$ cat src/rtl/data_mem_initiator.sv
// Load/store initiator between the pipeline and a fixed-latency data memory.
// Each accepted request is checked for alignment and range, then either aborted or held on the memory port.
module data_mem_initiator #(
    parameter int unsigned MEM_LATENCY = 2,
    parameter int unsigned DEPTH_WORDS = 256
) (
    input  logic        clk_i,
    input  logic        rst_i,
    input  logic        req_valid_i,
    input  logic        req_write_i,
    input  logic [31:0] req_addr_i,
    input  logic [31:0] req_wdata_i,
    output logic        req_ready_o,
    output logic        resp_valid_o,
    output logic [31:0] resp_rdata_o,
    output logic        misalign_o,
    output logic        oob_o,
    output logic        stall_o,
    output logic [31:0] mem_addr_o,
    output logic [31:0] mem_wdata_o,
    output logic        mem_write_o,
    output logic        mem_read_o,
    input  logic [31:0] mem_rdata_i
);

    typedef enum logic [1:0] {
        IDLE   = 2'b00,
        ACCESS = 2'b01,
        RESP   = 2'b10
    } state_t;

    state_t      state_r, state_s;
    logic [3:0]  cnt_r, cnt_s;
    logic        write_r, write_s;
    logic [29:0] idx_r, idx_s;
    logic [31:0] wdata_r, wdata_s;
    logic [31:0] rdata_r, rdata_s;
    logic        misalign_r, misalign_s;
    logic        oob_r, oob_s;
    logic        handshake_s;
    logic        req_misalign_s;
    logic        req_oob_s;

    function automatic logic addr_misaligned(input logic [1:0] lsb);
        return (lsb != 2'b00);
    endfunction

    function automatic logic word_out_of_range(input logic [29:0] idx);
        logic [31:0] idx32;
        idx32 = {2'b00, idx};
        return (idx32 >= 32'(DEPTH_WORDS));
    endfunction

    assign handshake_s    = req_valid_i & (state_r == IDLE);
    // Misalignment wins, so at most one error flag is ever raised.
    assign req_misalign_s = addr_misaligned(req_addr_i[1:0]);
    assign req_oob_s      = ~req_misalign_s & word_out_of_range(req_addr_i[31:2]);

    // State and latched-request registers.
    always_ff @(posedge clk_i or posedge rst_i) begin
        if (rst_i) begin
            state_r    <= IDLE;
            cnt_r      <= 4'd0;
            write_r    <= 1'b0;
            idx_r      <= 30'd0;
            wdata_r    <= 32'd0;
            rdata_r    <= 32'd0;
            misalign_r <= 1'b0;
            oob_r      <= 1'b0;
        end else begin
            state_r    <= state_s;
            cnt_r      <= cnt_s;
            write_r    <= write_s;
            idx_r      <= idx_s;
            wdata_r    <= wdata_s;
            rdata_r    <= rdata_s;
            misalign_r <= misalign_s;
            oob_r      <= oob_s;
        end
    end

    // Next-state logic and request capture.
    always_comb begin
        state_s    = state_r;
        cnt_s      = cnt_r;
        write_s    = write_r;
        idx_s      = idx_r;
        wdata_s    = wdata_r;
        rdata_s    = rdata_r;
        misalign_s = misalign_r;
        oob_s      = oob_r;
        case (state_r)
            IDLE: begin
                if (handshake_s) begin
                    write_s    = req_write_i;
                    idx_s      = req_addr_i[31:2];
                    wdata_s    = req_wdata_i;
                    rdata_s    = 32'd0;
                    misalign_s = req_misalign_s;
                    oob_s      = req_oob_s;
                    if (req_misalign_s | req_oob_s) begin
                        state_s = RESP;
                        cnt_s   = 4'd0;
                    end else begin
                        state_s = ACCESS;
                        cnt_s   = 4'(MEM_LATENCY - 1);
                    end
                end else begin
                    state_s = IDLE;
                end
            end
            ACCESS: begin
                // Memory data is combinational on the address; sample it in the last held cycle.
                if (cnt_r == 4'd0) begin
                    rdata_s = write_r ? 32'd0 : mem_rdata_i;
                    state_s = RESP;
                end else begin
                    cnt_s = cnt_r - 4'd1;
                end
            end
            RESP: begin
                state_s    = IDLE;
                rdata_s    = 32'd0;
                misalign_s = 1'b0;
                oob_s      = 1'b0;
            end
            default: begin
                state_s = IDLE;
                cnt_s   = 4'd0;
            end
        endcase
    end

    // Output decode; every output is a function of flops except the stall look-ahead on req_valid_i.
    always_comb begin
        req_ready_o  = (state_r == IDLE);
        resp_valid_o = (state_r == RESP);
        stall_o      = 1'b0;
        mem_read_o   = 1'b0;
        mem_write_o  = 1'b0;
        mem_addr_o   = 32'd0;
        mem_wdata_o  = 32'd0;
        resp_rdata_o = 32'd0;
        misalign_o   = 1'b0;
        oob_o        = 1'b0;
        if (state_r == ACCESS) begin
            stall_o     = 1'b1;
            mem_read_o  = ~write_r;
            mem_write_o = write_r;
            mem_addr_o  = {2'b00, idx_r};
            mem_wdata_o = write_r ? wdata_r : 32'd0;
        end else begin
            stall_o = (state_r == IDLE) & req_valid_i & ~rst_i;
        end
        if (state_r == RESP) begin
            resp_rdata_o = rdata_r;
            misalign_o   = misalign_r;
            oob_o        = oob_r;
        end else begin
            resp_rdata_o = 32'd0;
        end
    end

endmodule

$ cat config.mk
export PLATFORM = sky130hd
export DESIGN_NAME = data_mem_initiator
export DESIGN_NICKNAME = d
export VERILOG_FILES = /design/src/rtl/data_mem_initiator.sv
export SDC_FILE = /design/constraint.sdc
export NUM_CORES = 1
export LEC_CHECK = 0
export CORE_ASPECT_RATIO = 2
export CORE_MARGIN = 2
export CORE_UTILIZATION = 43
export CTS_CLUSTER_DIAMETER = 200
export DETAILED_ROUTE_END_ITERATION = 8
export PLACE_DENSITY = 0.88
export SLEW_MARGIN = 40
export SYNTH_ARGS = -nofsm -noshare
export SYNTH_HDL_FRONTEND = slang
export SYNTH_SLANG_ARGS = --single-unit
$ cat constraint.sdc
create_clock -name clk_i -period 6.3 [get_ports clk_i]
set_clock_uncertainty 0.05 [all_clocks]
set_input_delay 1.575 -clock clk_i [delete_from_list [all_inputs] [get_ports clk_i]]
set_output_delay 1.575 -clock clk_i [all_outputs]
set_load 0.03 [all_outputs]
* After elaboration in Yosys (flattened, before gate mapping)
Cells that the tools add are included.
** Word-level totals
- Bits in registers :: 103
- Input bits :: 100
- Output and inout port bits :: 103
- Word-level logic and storage cells :: 57
** Operators by class
- Add/sub/neg operators :: 1
- $lt $le $gt $ge :: 1
- Equality and inequality tests :: 5
- Mux-type cells :: 25
- Bitwise gates (word level) :: 8
- Reductions and logical operators :: 9
** Operators with widths (count)
- 32-bit two-way mux :: 6
- 32-bit case mux with 3 select lines :: 1
- 30-bit by 9-bit greater-or-equal comparator with 1-bit output (second input constant) :: 1
- 30-bit two-way mux :: 1
- 4-bit case mux with 3 select lines :: 1
- 1-bit two-way mux :: 8
- 4-bit two-way mux :: 2
- 2-bit two-way mux :: 3
- 3-bit AND reduction :: 2
- 4-bit logical NOT :: 1
- 2-bit inequality test (second input constant) :: 2
- 1-bit NOT :: 4
- 1-bit case mux with 2 select lines :: 2
- 2-bit case mux with 2 select lines :: 1
- 2-bit AND reduction :: 2
- 2-bit nonzero test :: 2
- 4-bit by 1-bit subtractor with 4-bit output (second input constant) :: 1
- 1-bit AND :: 3
- 3-bit nonzero test :: 1
- 2-bit by 1-bit == test with 1-bit output (second input constant) :: 1
- 2-bit == test (second input constant) :: 1
- 2-bit logical NOT :: 1
- 2-bit by 1-bit inequality test with 1-bit output (second input constant) :: 1
- 1-bit OR :: 1

* Longest topological paths before layout
Gate-level depths: netlist of the first run.
- Word-level depth :: 7
- Mapped depth :: 7
- Depth with buffers taken out :: 6

* Worst setup path before layout of the first run
OpenSTA, ideal clock, no wires.
- Path type :: input to output
- Start point :: input rst_i
- End point :: output stall_o
- Data arrival time :: 4126 ps
- Required time :: 4675 ps
- Slack :: 549 ps
- Cell stages on the path :: 2
- Buffers on the path :: 0
- Cells stage by stage :: inv_1 > a21o_1
** Between the ends
- Cells in the longest elaborated chain, start to end :: 3
** RTL lines
- start, declared :: line 8 : input logic rst_i,
- 1-bit NOT :: line 153 : stall_o = (state_r == IDLE) & req_valid_i & ~rst_i;
- 1-bit AND :: line 153
- 1-bit two-way mux :: line 146 : if (state_r == ACCESS) begin
- end, declared :: line 18 : output logic stall_o,
No other way between the ends.

* Worst setup path in the final report of the first run
Same ends and word-level chain as after synthesis.

==> summary.md, run 1 <==
| Metric | Value |
|---|---|
| Via count | approximately 3700 |
| Pre-antenna DRT Iters | 4 |
| Hold slack final | about 440 ps |
| FILL cells | 858 |
| Slew @ Worst Pin | roughly 800 ps |
| WHS Path Cells | 1 |
| Yosys reg bits | roughly 100 |
| Global route overflow | 0 |
| Reg2reg setup slack | 4170 ps |
| Clock Latency Late Sink | roughly 330 ps |
| Status | completed |
| Bufs on Longest Clock Path | 2 |
| DP Wirelength | 9.42 mm |
| Die Ht | around 150 µm |
| Worst R2R Start | cnt_r[0] |
| Hold Path Class | reg2reg |
| H-Tree Depth | 3 |
| Vias per cell | just over 5 |
| Mapped cell area | ~0.0047 mm² |
| Leakage | between 0.003 and 0.004 µW |
| Core ar. | 0.0108 mm² |
| Arrival time worst endpoint | 3260 ps |
| Max Fclk | about 0.20 GHz |
| Hold Crit Endpoint | rdata_r[1] |
| Setup violators final | 0 |
| Yosys warnings | 0 |
| Seq. cell area | 0.00258 mm² |
| Post-synth top area cell | dfrtp_1 |
| Die area | approximately 0.012 mm² |
| CTS Hold Buffers Added | 0 |
| Port bufs | 200 |
| RSZ-0062 raised after global routing | false |
| Io pins | 203 |
| Setup bufs post-CTS | 0 |
| Maxcap violations | 0 |
| Max Slew Vio Count | 0 |
| Drc violations | 0 |
| Syn Inst Count | roughly 380 |
| Chip width | 78.1 µm |
| Setup TNS | 0 ps |
| Row cnt | 54 |
| Syn_area_per_cell | 12.4 µm² |
| Worst R2R Path Depth | 6 |
| Placed cell area | just under 0.007 mm² |
| CP max FO | 37 |
| Share of layout cells above drive strength 1 | a little over a fifth |
| Critical Path End Type | output pin |
| Post-synth top area share | 54.6% |
| CP Launch Type | input port |
| Capturing point of the worst reg2reg path | rdata_r[14] |
| CTS Buf Count | 9 |
| Min Clock Period, post-route | about 5000 ps |
| P per Cell Area | between 200 and 250 mW/mm² |
| Area of the multi-input gates | 0.00197 mm² |
| Pin count of the biggest net entering global routing | 69 |
| Final instance area | between 0.007 and 0.008 mm² |
| Fin. Hold Viols | 0 |
| Vias in the first global route | approximately 4100 |
| Root buf cell | clkbuf_16 |
| Area Overhead vs Synth | 50.9% |
| First-pass GRT wire length | 20.5 mm |
| Req. time, crit path | 4680 ps |
| Final-stage net count | between 600 and 700 |
| Synth cell types | 34 |
| Slew headroom | about 46% |
| Maximum VDD drop | around 0.18 mV |
| CTS tree | yes |
| Post-cts gate resize count | 0 |
| Crit path kind | in2out |
| DR WL/cell | 17.8 µm |
| Hold Path Origin | rdata_r[1] |
| Final cycle utilization of the critical path | 77.6% |
| Antenna Cells | 0 |
| Initial core utilization | between 40% and 50% |
| CTS sink cnt | around 100 |
| Total Wirelength | between 10 and 15 mm |
| RePlAce Congestion | roughly 0.81 |
| Detail Route Antenna Nets | 0 |
| CTS clk-pin slew, worst paths | 60 ps |
| Synth area leaders | dfrtp_1 55%, mux2_2 15%, and2_1 8.6% |
| Seq/Total Area, Yosys | 54.6% |
| Initial antenna violation count | 0 |
| GRT Total Usage | 22.1% |
| DRT iter0 DRCs | 201 |
cells in the final DEF (no fill, tap or decap), types with 2 or more instances in the layout:
cell type        count
and2_1              64
dfrtp_1            102
buf_4                2
ha_1                 2
inv_1                4
a22o_1               4
nor3_1               2
a22o_2              28
clkinvlp_4           2
conb_1               2
clkbuf_16            9
and3_1              32
nor4_1               5
clkbuf_8             2
nand2_1              5
clkdlybuf4s50_1    200
nor2_1              12
o21ai_0              7
mux2_2              63
nand2b_1             2
cells by family (layout without fill, tap and decap cells):
| group | Yosys count | in the layout | share of synthesized area (%) |
|---|---|---|---|
| and+or+nand+nor | 130 | 130 | 16.7 |
| DFF | 103 | 103 | 54.6 |
| muxes | 64 | 64 | 15.2 |
| AOI/OAI and AO/OA | 46 | 46 | 8.54 |
| buffers and inverters | 34 | 226 | 4.14 |
| adders and majority gates | 2 | 2 | 0.530 |
| other | 1 | 2 | 0.0795 |
| xor gates and xnor gates | 1 | 1 | 0.186 |
where the power goes:
part | switching [µW] | internal (µW) | total [µW]
Combinational | 68.1 | 115 | 183
Sequential | 39.1 | 723 | 762
Clock | 236 | 331 | 567
Total | 344 | 1170 | 1510
cells in the mapped netlist (all sizes together):
cell type and n:
a32o 1, a22o 32, o21ai 7, nor2b 1, nand2 5, o21bai 1
nor2 14, o22ai 1, dfrtp 103, nand4 1, nand2b 2, and3 32
a22oi 1, nor4 5, buf 16, a21o 1, xnor2 1, or3b 1
conb 1, clkbuf 13, nor3 2, or2 2, mux2i 1, o41ai 1
and2 65, inv 5, mux2 63, a21oi 1, ha 2
critical path, stage by stage:
cell             delay [ps]
clkdlybuf4s50_1         450
inv_4                   370
a21o_1                  180
clkdlybuf4s50_1         660
area by class of cell:
cell class / count / share of cell area (%)
clock buffers: 12 / 3.60
clock inverters: 4 / 0.755
inverters: 5 / 0.299
multi-input cells: 245 / 27.6
flip-flops and latches: 103 / 36.2
well taps: 140 / 2.46
repair buffers: 205 / 29.1
flip-flops by register name, summed over array words and instances, names as in the netlist:
signal / count
rdata_r: 32
write_r: 1
state_r: 2
idx_r: 30
wdata_r: 32
misalign_r: 1
cnt_r: 4
oob_r: 1
per-stage QoR:
step                power, µW  cells  setup slack, ps  util (%)
global placement          944    696             1420      62.5
finish                   1510    714             1410      65.9
floorplan                 861    382              549         -
CTS                      1530    714             1390      65.9
global route             1580    714             1290      65.9
detailed placement        959    698             1410      63.0
how the worst max path moves through the flow:
stage	cells after the start	end	from
finish	4	stall_o	rst_i
global route	4	stall_o	rst_i
CTS	4	stall_o	rst_i
detailed placement	4	stall_o	rst_i
global placement	4	stall_o	rst_i
floorplan	2	stall_o	rst_i
per-layer routing:
metal  up-vias  routed length, µm  global-route usage (%)
met2       139               7240                    41.7
li1       1705                  -                       -
met1      1811               4390                    22.5
met3        26                655                    4.68
met4         0                416                    9.94
met5         -                  0                       0
Power figures use the tool's default switching activity.
==> inputs of run 2 (changes only) <==
clock period = 4.71 ns   (was 6.3 ns; I/O delays follow)
==> summary.md, run 2 (synthesis results as in run 1) <==
| Metric | Value |
|---|---|
| Status | completed |
| Bufs on Longest Clock Path | 2 |
| CP Buf/Inv Count | 2 |
| Final instance area | slightly above 0.007 mm² |
| DR WL/cell | ~18 µm |
| Die Ht | 152 µm |
| Arrival time worst endpoint | around 2700 ps |
| Drc violations | 0 |
| CTS sink cnt | between 100 and 150 |
| Req. time, crit path | around 3500 ps |
| CTS tree | yes |
| Cells along the critical path | clkdlybuf4s50_1 -> and2_2 -> a21o_1 -> clkdlybuf4s50_1 |
| DP Wirelength | 9.25 mm |
| Slew headroom | between 60% and 70% |
| Leakage | ~0.0031 µW |
| Initial antenna violation count | 1 |
| Vias per cell | 5.13 |
| Maxcap violations | 0 |
| CTS Hold Buffers Added | 0 |
| Setup bufs post-CTS | 0 |
| CP Launch Type | input port |
| Pin count of the biggest net entering global routing | 68 |
| Maximum VDD drop | ~0.22 mV |
| GRT Total Usage | between 20% and 30% |
| Detail Route Antenna Nets | 0 |
| Hold Path Class | reg2reg |
| Total Wirelength | between 10 and 15 mm |
| DP Cell Count | 700 |
| Final-stage net count | about 670 |
| Chip width | just under 80 µm |
| Area Overhead vs Synth | 50.5% |
| Pre-antenna DRT Iters | 5 |
| Most common cell after layout, fill and taps aside | clkdlybuf4s50_1 |
| Global route overflow | 0 |
| DRT iter0 DRCs | 130 |
| CP max FO | 4 |
| Port bufs | 200 |
| Setup TNS | 0 ps |
| Setup violators final | 0 |
| CP max-delay cell | clkdlybuf4s50_1 |
| Post-cts gate resize count | 0 |
| Most frequent cells in the layout | 200 x clkdlybuf4s50_1, 102 x dfrtp_1, 64 x and2_1, 63 x mux2_2, 32 x and3_1 |
| H-Tree Depth | 3 |
| Crit path max-delay family | buffers and inverters |
| Max Slew Vio Count | 0 |
| Die area | ~0.012 mm² |
| Root buf cell | clkbuf_16 |
| Core ar. | 0.0108 mm² |
| P per Cell Area | around 280 mW/mm² |
| Initial core utilization | 43.7% |
| Final cycle utilization of the critical path | between 80 and 90% |
| Io pins | 203 |
| Slew @ Worst Pin | around 550 ps |
| Row cnt | 54 |
| Critical Path End Type | output pin |
| Crit path kind | in2out |
| Share of layout cells above drive strength 1 | 21.5% |
| Most frequent cell on the critical path | clkdlybuf4s50_1 |
| Vias in the first global route | 4091 |
| Placed cell area | between 0.006 and 0.007 mm² |
| Fin. Hold Viols | 0 |
| Max Fclk | approximately 0.25 GHz |
| Min Clock Period, post-route | roughly 4000 ps |
| RSZ-0062 raised after global routing | false |
| CTS Buf Count | 9 |
| Top Registers | rdata_r x32, wdata_r x32, idx_r x30 |
| CP max stage delay | approximately 690 ps |
| Via count | between 3000 and 4000 |
| CTS clk-pin slew, worst paths | 60 ps |
| RePlAce Congestion | slightly above 0.8 |
| Clock Latency Late Sink | approximately 340 ps |
| Finished Layout Cells | between 700 and 800 |
| First-pass GRT wire length | just over 20 mm |
run 2: cell types whose count changed in the layout (fill, tap and decap cells not counted), sizes merged:
cell    previous run  this run
bufinv             1         0
inv                5         6
clkinv             1         3
buf                5         8
diode              0         1
clkbuf            12        10
run 2: power by group:
part	total [µW]	internal (µW)	switching (µW)	leakage, µW
Clock	702	376	327	0.000139
Sequential	1020	967	49.0	0.00129
Combinational	252	158	93.3	0.00166
Total	1970	1500	469	0.00309
run 2: per-layer routing:
| metal | global-route usage [%] | share of wire [%] | wire, µm |
|---|---|---|---|
| met5 | 0 | 0 | 0 |
| met4 | 8.52 | 2.8 | 359 |
| met3 | 6.22 | 6.1 | 765 |
| met2 | 40.8 | 56 | 7060 |
| met1 | 22.1 | 35 | 4420 |
run 2: area by class of cell:
class | instances | area, µm²
fillers | 844 | 3710
repair buffers | 208 | 2080
inverters | 5 | 22.5
flip-flops and latches | 103 | 2580
well taps | 140 | 175
multi-input cells | 245 | 1960
clock inverters | 6 | 43.8
clock buffers | 10 | 239
diodes | 1 | 2.50
run 2: stage by stage:
stage          hold WS (ps)  util, %  total power, µW  worst slack [ps]
4_1_cts                 445     65.5             1990               783
6_report                443     65.7             1970               780
3_5_place_dp            425     62.8             1290               795
5_1_grt                 458     65.7             2060               722
3_3_place_gp            425     62.8             1270               789
2_1_floorplan           408        -             1150               353
run 2: path summary, 6_finish.rpt:
check	from	to	slack, ps	depth (start not counted)
worst max-delay path	req_valid_i	stall_o	780	4
worst min-delay path	rdata_r[13]	rdata_r[13]	440	1
worst max register to register	cnt_r[0]	rdata_r[19]	2570	6
worst min register to register	rdata_r[13]	rdata_r[13]	440	1
max in group asynchronous	rst_i	wdata_r[13]	2360	4
min in group asynchronous	rst_i	wdata_r[25]	1330	3
run 2: worst reg2reg max path, cell delays in order, from the launching register on:
cell,delay [ps]
dfrtp_1,410
inv_1,130
ha_1,190
or3b_4,410
or2_4,280
nor2_8,370
a22o_2,240
==> edit, RTL diff (settings of run 2) <==
`DEPTH_WORDS`: 256 -> 192.
--- a/src/rtl/data_mem_initiator.sv
+++ b/src/rtl/data_mem_initiator.sv
@@ -2,7 +2,7 @@
 // Each accepted request is checked for alignment and range, then either aborted or held on the memory port.
 module data_mem_initiator #(
     parameter int unsigned MEM_LATENCY = 2,
-    parameter int unsigned DEPTH_WORDS = 256
+    parameter int unsigned DEPTH_WORDS = 192
 ) (
     input  logic        clk_i,
     input  logic        rst_i,
Formal check against the unedited RTL: not equivalent (Yosys sat finds a counterexample within 4 cycles, from zero or initial values and one cycle with rst_i high).
==> edit against run 2 <==
Synthesized area increased by 2.4%; power increased by 1.5%; sequential cell count unchanged; final area increased by 1.6%; routed wire length increased by 12%; setup slack improved by 26 ps; largest cell class unchanged; largest power group unchanged.
==> edit: results (changes against run 2) <==
Result of the run: complete, no violations
Max Fanout on Critical Path: 5 (+1)
Share of post-route cells with drive strength above 1: 4.17% (-17 points)
Placed cell count: 891 (+27%)
Final Power: 2.00 mW (+1.5%)
Number of antenna violations at the first check in global routing: 0 (-1)
Netlist cell types: 33 (-2.9%)
Combinational Power Share: 12.3% (-0.5 points)
DRC marker count from the first detailed-route iteration: 296 (+130%)
Leakage power total: 3.33 nW (+7.8%)
Top cells by instance count after synthesis: nand2_1, dfrtp_1, inv_1
Max IR drop VDD: 0.000203 V (-9.4%)
Sequential-to-total area share from yosys stat: 53.4% (-1.3 points)
Area fraction in compound gates after synthesis: 5.91% (-2.6 points)
Multiplexer area fraction after synthesis: 0.207% (-15 points)
Synth-to-layout area growth: 49.4%
GR Util met3: 3.17% (-3.1 points)
Tightest Hold Check Type: register to register
Area of combinational cells with multiple inputs: 1930 µm² (-1.8%)
Area fraction of clock buffers and clock inverters: 4.21% (+0.23 points)
Setup Slack @ Placement: 807 ps (+12.2 ps)
Post-detailed-route via-to-cell ratio: 5.15 (+0.34%)
Routed wl met2: 7780 µm (+10%)
Multi-input logic cell count: 403 (+64%)
Nets: 864 (+28%)
Met3 wire length: 608 µm (-21%)
Arrival time at the worst endpoint: 2680 ps (-20 ps)
Cell count of the worst hold path: 2 (+1)
Number of ordinary inverters in the final layout: 37 (+32)
Post-DP HPWL: 10300 µm (+11%)
Wire length on met1: 5220 µm (+18%)
Headroom to the max-slew limit: 48.2% (-15 points)
Largest cells by area after synthesis: dfrtp_1, nand2_1, and2_1
First-pass GRT wire length: 22600 µm (+12%)
Fraction of synthesized cell area in xor and xnor cells: 0% (-0.19 points)
Clock share of power: 37.6% (+1.9 points)
Layout clock buffer count: 11 (+1)
Fill count: 867 (+2.7%)
Post-Synthesis Cells: 586 (+54%)
Fraction of power spent switching nets: 24.6% (+0.80 points)
Placer Congestion: 0.852 (+3.6%)
Adder-cell share of the synthesized area: 0.518% (-0.012 points)
Largest net degree at the start of global routing: 79 (+16%)
Total global-route track usage: 23.6% (+1.8 points)
Total Wirelength: 14100 µm (+12%)
Number of vias in the routed layout: 4667 (+27%)
GRT met2 Usage: 43.0% (+2.1 points)
Pre-Repair DR Iteration Count: 4 (-1)
Final antenna diode count: 0 (-1)
==> edit: changes by cell type after synthesis, sizes merged, moves of 13 or more <==
| cell | before | now |
|---|---|---|
| inv | 5 | 36 |
| nor3 | 2 | 34 |
| mux2 | 63 | 0 |
| and2 | 65 | 34 |
| a22o | 32 | 0 |
| clkbuf | 13 | 26 |
| nand2 | 5 | 197 |
| nand3 | 0 | 32 |
| o21ai | 7 | 40 |
==> edit: path summary, 6_finish.rpt <==
check / startpoint / to / slack (ps)
setup / recovery: req_valid_i / stall_o / 810
hold / removal: wdata_r[9]$_DFFE_PP0P_ / wdata_r[9]$_DFFE_PP0P_ / 420
setup reg to reg: state_r[0]$_DFFE_PP0P_ / wdata_r[27]$_DFFE_PP0P_ / 2410
hold reg to reg: wdata_r[9]$_DFFE_PP0P_ / wdata_r[9]$_DFFE_PP0P_ / 420
max in group asynchronous: rst_i / wdata_r[2]$_DFFE_PP0P_ / 2490
min in group asynchronous: rst_i / rdata_r[31]$_DFFE_PP0P_ / 1320
